**src/rtl/vx_elastic_arbiter_if.sv**
```systemverilog
// Handshake bundle for vx_elastic_arbiter: NUM_REQS requester lanes on the
// input side, one elastic channel plus status on the output side.
interface vx_elastic_arbiter_if #(
  parameter int NUM_REQS = 4,
  parameter int DATAW    = 32,
  parameter int SEL_W    = 2
);
  logic [NUM_REQS-1:0]       valid_in;
  logic [NUM_REQS-1:0]       ready_in;
  logic [NUM_REQS*DATAW-1:0] data_in;
  logic [NUM_REQS-1:0]       last_in;
  logic                      valid_out;
  logic                      ready_out;
  logic [DATAW-1:0]          data_out;
  logic                      last_out;
  logic [SEL_W-1:0]          sel_out;
  logic                      locked;

  // Producer/consumer side that talks to the arbiter
  modport master (
    output valid_in, data_in, last_in, ready_out,
    input  ready_in, valid_out, data_out, last_out, sel_out, locked
  );

  // Arbiter side
  modport slave (
    input  valid_in, data_in, last_in, ready_out,
    output ready_in, valid_out, data_out, last_out, sel_out, locked
  );
endinterface

```
**src/rtl/vx_elastic_arbiter.sv**
```systemverilog
// vx_elastic_arbiter: round-robin arbiter with packet lock feeding a 2-entry
// skid stage. Optional stall counter enabled by VX_ELASTIC_ARBITER_PERF_EN.
module vx_elastic_arbiter #(
  parameter int NUM_REQS = 4,
  parameter int DATAW    = 32,
  parameter int SEL_W    = 2
) (
  input  logic                  clk,
  input  logic                  reset,
  vx_elastic_arbiter_if.slave   bus
`ifdef VX_ELASTIC_ARBITER_PERF_EN
  ,
  output logic [31:0]           perf_stalls
`endif
);

  typedef enum logic {S_OPEN, S_LOCKED} lock_state_e;

  lock_state_e         state_q, state_n;
  logic [SEL_W-1:0]    ptr_q, lock_idx_q;
  logic [NUM_REQS-1:0] grant, ready_v;
  logic [SEL_W-1:0]    gidx, cand;
  logic                found;
  int                  idx;
  logic                space, xfer, pop, push_last;
  logic [DATAW-1:0]    push_data;
  logic                ld_head_in, ld_head_tail, ld_tail_in;

  // Skid entries: _p0 is the head driving the outputs, _p1 the overflow slot
  logic                vld_p0, vld_p1;
  logic [DATAW-1:0]    data_p0, data_p1;
  logic                last_p0, last_p1;
  logic [SEL_W-1:0]    sel_p0, sel_p1;

  function automatic logic [31:0] sat_inc(input logic [31:0] v);
    return (v == 32'hFFFF_FFFF) ? v : v + 32'd1;
  endfunction

  assign space = ~vld_p1;

  // Grant selection: held to the lock owner mid-packet, otherwise rotate from ptr+1
  always_comb begin
    grant = '0;
    gidx  = '0;
    cand  = '0;
    found = 1'b0;
    idx   = 0;
    if (NUM_REQS == 1) begin
      grant[0] = bus.valid_in[0];
    end else if (state_q == S_LOCKED) begin
      grant[lock_idx_q] = bus.valid_in[lock_idx_q];
      gidx              = lock_idx_q;
    end else begin
      for (int k = 1; k <= NUM_REQS; k++) begin
        idx = int'(ptr_q) + k;
        if (idx >= NUM_REQS) idx = idx - NUM_REQS;
        cand = SEL_W'(idx);
        if (!found && bus.valid_in[cand]) begin
          grant[cand] = 1'b1;
          gidx        = cand;
          found       = 1'b1;
        end
      end
    end
  end

  // Handshake decode and skid-stage load steering
  always_comb begin
    ready_v      = (NUM_REQS == 1) ? {NUM_REQS{space}} : (grant & {NUM_REQS{space}});
    xfer         = |(bus.valid_in & ready_v);
    push_data    = bus.data_in[int'(gidx)*DATAW +: DATAW];
    push_last    = bus.last_in[gidx];
    pop          = vld_p0 & bus.ready_out;
    ld_head_tail = pop & vld_p1;
    ld_head_in   = xfer & (~vld_p0 | (pop & ~vld_p1));
    ld_tail_in   = xfer & vld_p0 & (pop == vld_p1);
  end

  // Lock FSM next state: a non-last beat opens a packet, a last beat closes it
  always_comb begin
    state_n = state_q;
    if (xfer) state_n = push_last ? S_OPEN : S_LOCKED;
  end

  // Control state: lock, round-robin pointer, skid occupancy
  always_ff @(posedge clk or negedge reset) begin
    if (!reset) begin
      state_q    <= S_OPEN;
      ptr_q      <= SEL_W'(NUM_REQS - 1);
      lock_idx_q <= '0;
      vld_p0     <= 1'b0;
      vld_p1     <= 1'b0;
    end else begin
      state_q <= state_n;
      if (xfer) ptr_q <= gidx;
      if (xfer && !push_last) lock_idx_q <= gidx;
      vld_p0 <= vld_p0 ? ~(pop & ~vld_p1 & ~xfer) : xfer;
      vld_p1 <= vld_p1 ? ~(pop & ~xfer) : (xfer & vld_p0 & ~pop);
    end
  end

  // Skid payload: head refills from the tail or the winner, tail takes overflow
  always_ff @(posedge clk) begin
    if (ld_head_tail) begin
      data_p0 <= data_p1;
      last_p0 <= last_p1;
      sel_p0  <= sel_p1;
    end else if (ld_head_in) begin
      data_p0 <= push_data;
      last_p0 <= push_last;
      sel_p0  <= gidx;
    end
    if (ld_tail_in) begin
      data_p1 <= push_data;
      last_p1 <= push_last;
      sel_p1  <= gidx;
    end
  end

  assign bus.ready_in  = ready_v;
  assign bus.valid_out = vld_p0;
  assign bus.data_out  = vld_p0 ? data_p0 : '0;
  assign bus.last_out  = vld_p0 & last_p0;
  assign bus.sel_out   = vld_p0 ? sel_p0 : '0;
  assign bus.locked    = (state_q == S_LOCKED);

`ifdef VX_ELASTIC_ARBITER_PERF_EN
  logic [31:0] perf_q;

  // Count cycles where the head beat is held by downstream backpressure
  always_ff @(posedge clk or negedge reset) begin
    if (!reset) perf_q <= '0;
    else if (vld_p0 && !bus.ready_out) perf_q <= sat_inc(perf_q);
  end

  assign perf_stalls = perf_q;
`endif

endmodule

```
**src/flat_wrapper.sv**
```systemverilog
// flat-port wrapper written by rule: the top's interface ports become plain ports
module vx_elastic_arbiter_flat 
#(
  parameter int NUM_REQS = 4,
  parameter int DATAW    = 32,
  parameter int SEL_W    = 2
)
  (clk, reset, bus_valid_in, bus_data_in, bus_last_in, bus_ready_out, bus_ready_in, bus_valid_out, bus_data_out, bus_last_out, bus_sel_out, bus_locked);
  vx_elastic_arbiter_if #(.NUM_REQS(NUM_REQS), .DATAW(DATAW), .SEL_W(SEL_W)) bus_i ();
  input  logic clk;
  input  logic reset;
  input wire logic [$bits(bus_i.valid_in)-1:0] bus_valid_in;
  input wire logic [$bits(bus_i.data_in)-1:0] bus_data_in;
  input wire logic [$bits(bus_i.last_in)-1:0] bus_last_in;
  input wire logic [$bits(bus_i.ready_out)-1:0] bus_ready_out;
  output wire logic [$bits(bus_i.ready_in)-1:0] bus_ready_in;
  output wire logic [$bits(bus_i.valid_out)-1:0] bus_valid_out;
  output wire logic [$bits(bus_i.data_out)-1:0] bus_data_out;
  output wire logic [$bits(bus_i.last_out)-1:0] bus_last_out;
  output wire logic [$bits(bus_i.sel_out)-1:0] bus_sel_out;
  output wire logic [$bits(bus_i.locked)-1:0] bus_locked;
  assign bus_i.valid_in = bus_valid_in;
  assign bus_i.data_in = bus_data_in;
  assign bus_i.last_in = bus_last_in;
  assign bus_i.ready_out = bus_ready_out;
  assign bus_ready_in = bus_i.ready_in;
  assign bus_valid_out = bus_i.valid_out;
  assign bus_data_out = bus_i.data_out;
  assign bus_last_out = bus_i.last_out;
  assign bus_sel_out = bus_i.sel_out;
  assign bus_locked = bus_i.locked;
  vx_elastic_arbiter #(.NUM_REQS(NUM_REQS), .DATAW(DATAW), .SEL_W(SEL_W)) u_core (.clk(clk), .reset(reset), .bus(bus_i));
endmodule
```
**config.mk**
```make
export PLATFORM = sky130hd
export DESIGN_NAME = vx_elastic_arbiter_flat
export DESIGN_NICKNAME = d
export VERILOG_FILES = /design/src/rtl/vx_elastic_arbiter_if.sv /design/src/rtl/vx_elastic_arbiter.sv /design/src/flat_wrapper.sv
export SDC_FILE = /design/constraint.sdc
export NUM_CORES = 1
export LEC_CHECK = 0
export ABC_AREA = 0
export BUFFER_PORTS_ARGS = -buffer_cell sky130_fd_sc_hd__buf_2
export CORE_MARGIN = 2
export CORE_UTILIZATION = 55
export DETAILED_ROUTE_END_ITERATION = 10
export PLACE_DENSITY_LB_ADDON = 0.08
export SYNTH_ARGS = -nofsm -noshare
export SYNTH_HDL_FRONTEND = slang
export SYNTH_SLANG_ARGS = --single-unit
```
**constraint.sdc**
```tcl
create_clock -name clk -period 10.87 [get_ports clk]
set_clock_uncertainty 0.1 [all_clocks]
set_input_delay 0.5435 -clock clk [delete_from_list [all_inputs] [get_ports clk]]
set_output_delay 0.5435 -clock clk [all_outputs]
set_load 0.03 [all_outputs]
```
==> impl_metrics.toml <==
[grt]
antenna_found_initial = 0
grt_overflow_total = 0
grt_start_max_net_pins = 71
grt_util_all_layers_pct = 24.78
grt_first_pass_wirelength_um = 19650
grt_pass1_vias = 4104

[flow_run]
maxCapViolCount = 0

[yosys]
synth_area_um2 = 5070
ys.flop_type = "edfxtp_1"
yosysWarnings = 0
ys_ff_latch = 77
syn-num-nets = 634
synth.distinct_cells = 53
syn_avg_cell_area_um2 = 10.45
synth-edff-count = 70
synth_seq_area_share_pct = 44.97
synth-async-reset-ratio_pct = 9.091
syn_inst = 485

[sta]
rsz0062_at_grt = "no"
timing.hold.ws_ps = 429.3
hold_viol = 0
timing.fmax_mhz = 232.1
fin_ws_ps = 6561
slew_viol_final = 0
fin_crit_ps = 4309
setup_tns_ps = 0
min_period_over_period_pct = 39.64
setup_violations = 0
max_slew.worst_pin.slew_ps = 1111
max_slew_margin_pct = 25.85

[power]
ir_drop_v = 0.00005294
switching_share_pct = 25.57
pwr-share-seq_pct = 53.1
pwr-share-comb_pct = 17.5
power.switching_mw = 0.1577
power.density_nw_per_um2 = 101.8
total_power_mw = 0.6168
p_clk_share_pct = 29.5
leakagePower_nw = 2.534
intPower_mw = 0.4591

[clock_network]
cts.clk_slew.worst_paths_ps = 70
clock-sinks = 77
cts_made_buffers = 9
h-tree-depth = 3
cts_tree = "built"
clkLatencyLatePin_ps = 340
cts_max_path_buffers = 2
clockRootBuffer = "clkbuf_8"

[route]
vias = 4352
drc = 0
detail_route.wl_per_cell_um = 16.75
drtPass1Iterations = 5
via_per_inst = 5.787
drt_iter0_markers = 182
totalWireLength_um = 12600
postRouteAntennaNets = 0

[worst_setup_path]
r2r-start = "u_core.ptr_q[0]"
r2r.worst_path.cells = 11
required_ps = 10850
path_class = "flip-flop to flip-flop"
critical_path.max_fanout = 69
regToRegEndpoint = "u_core.data_p0[5]"
crit_start = "u_core.ptr_q[0]"
crit_path_end_kind = "flip-flop"
startpoint_type = "flip-flop"
critPathArrivalTime_ps = 4290
r2r_slack_ps = 6560

[placed_design]
dp.cells = 737
place_hpwl_um = 8880
gp_congestion = 0.8795
port_buffers = 179
dpl_worst_slack_ps = 6645
placed_cell_area_um2 = 5897

[floorplan]
ioPinCount = 180
rows = 35
core_um2 = 9109
die_x_um = 100.0
die_h_um = 100.0
design.die.area_um2 = 10000
start_util_pct = 55.66

[finish]
diodes = 0
nets = 787
n_fill_cell = 745
fin_area_um2 = 6061
utilization_pct = 66.54
fin_cells = 752
synthToLayoutAreaGrowth_pct = 19.55
drive_gt1_share_pct = 37.13
most-common-layout-cells = "buf_2, a21oi_1, edfxtp_1"
final_common_cell = "buf_2"

[outcome]
status = "completed"

[hold_path]
min-delay-start = "u_core.sel_p1[0]"
hold_depth = 2
min_to = "u_core.sel_p0[0]"
hold_path.class = "flip-flop to flip-flop"
==> state kept, by name (all words and copies together), names as in the netlist <==
register	cells
u_core.lock_idx_q	2
u_core.last_p1	1
u_core.sel_p1	2
u_core.data_p1	32
u_core.sel_p0	2
u_core.data_p0	32
u_core.bus.locked	1
u_core.bus.valid_out	1
u_core.vld_p1	1
u_core.ptr_q	2
u_core.last_p0	1
==> cells by family after synthesis <==
logic type | share of synthesized area (%)
DFF | 44.97
muxes | 17.28
buffers and inverters | 5.676
AOI/OAI and AO/OA | 17.77
adders and majority gates | 2.468
and+or+nand+nor | 11.85
==> worst max-delay path by stage <==
stage / end / slack [ps] / cells after the start
2_1_floorplan: u_core.data_p1[0] / 6850 / 11
3_3_place_gp: u_core.data_p0[31] / 6690 / 11
3_5_place_dp: u_core.data_p0[10] / 6650 / 11
4_1_cts: u_core.data_p0[10] / 6620 / 11
5_1_grt: u_core.data_p0[15] / 6210 / 11
6_report: u_core.data_p0[5] / 6560 / 11
==> critical path, cell delays in order, from the launching register on <==
cell       delay [ps]
dfstp_2           680
inv_1             200
ha_1              540
inv_1             120
o21ai_0           170
a2111oi_0         180
a211oi_4          250
buf_4             560
inv_2             140
nor2_2            590
buf_4             360
a21oi_1           100
==> repair_timing <==
action | CTS | global route
hold buffers | 1 | 0
endpoints found under the hold margin | 5 | 0
gates resized for setup | 0 | 0
setup buffers | 0 | 0
endpoints found under the setup margin | 0 | 0
==> synthesized netlist by cell type (4+ instances only) <==
| cell type | n | area [um2] |
|---|---|---|
| inv_1 | 11 | 41.29 |
| clkbuf_1 | 21 | 78.83 |
| a22oi_1 | 4 | 30.03 |
| and2_1 | 37 | 231.5 |
| ha_1 | 10 | 125.1 |
| o21ai_0 | 9 | 45.04 |
| edfxtp_1 | 70 | 2102 |
| mux2i_1 | 38 | 380.4 |
| a21oi_1 | 72 | 360.4 |
| dfrtp_1 | 5 | 125.1 |
| nand2_1 | 20 | 75.07 |
| nor2_1 | 42 | 157.7 |
| buf_6 | 6 | 67.56 |
| o22ai_1 | 32 | 200.2 |
| nor2b_1 | 4 | 25.02 |
| buf_2 | 7 | 35.03 |
| mux2_2 | 30 | 337.8 |
| mux2_1 | 8 | 90.09 |
==> routing by layer <==
layer / routed length (um) / vias up / GRT usage (%)
met4: 270 / 0 / 8.957
met1: 5120 / 2015 / 32.71
li1: - / 2117 / -
met3: 927 / 23 / 3.830
met5: 0 / - / 0
met2: 6281 / 197 / 41.74
==> power by group through the flow <==
stage | Combinational, mW | Clock (mW) | Sequential [mW]
2_1_floorplan | 0.0714 | 0 | 0.334
3_3_place_gp | 0.102 | 0 | 0.334
3_5_place_dp | 0.107 | 0 | 0.334
4_1_cts | 0.108 | 0.184 | 0.327
5_1_grt | 0.119 | 0.196 | 0.327
6_report | 0.108 | 0.182 | 0.327
==> final cells by class <==
type | instances | area, um2 | share of cell area [%]
clock buffers | 9 | 123.9 | 2.044
well taps | 111 | 138.9 | 2.291
multi-input cells | 356 | 2522 | 41.62
flip-flops and latches | 77 | 2280 | 37.61
repair buffers | 182 | 920.9 | 15.19
clock inverters | 5 | 30.03 | 0.4955
inverters | 12 | 45.04 | 0.7432
(Power assumes the default switching activity.)
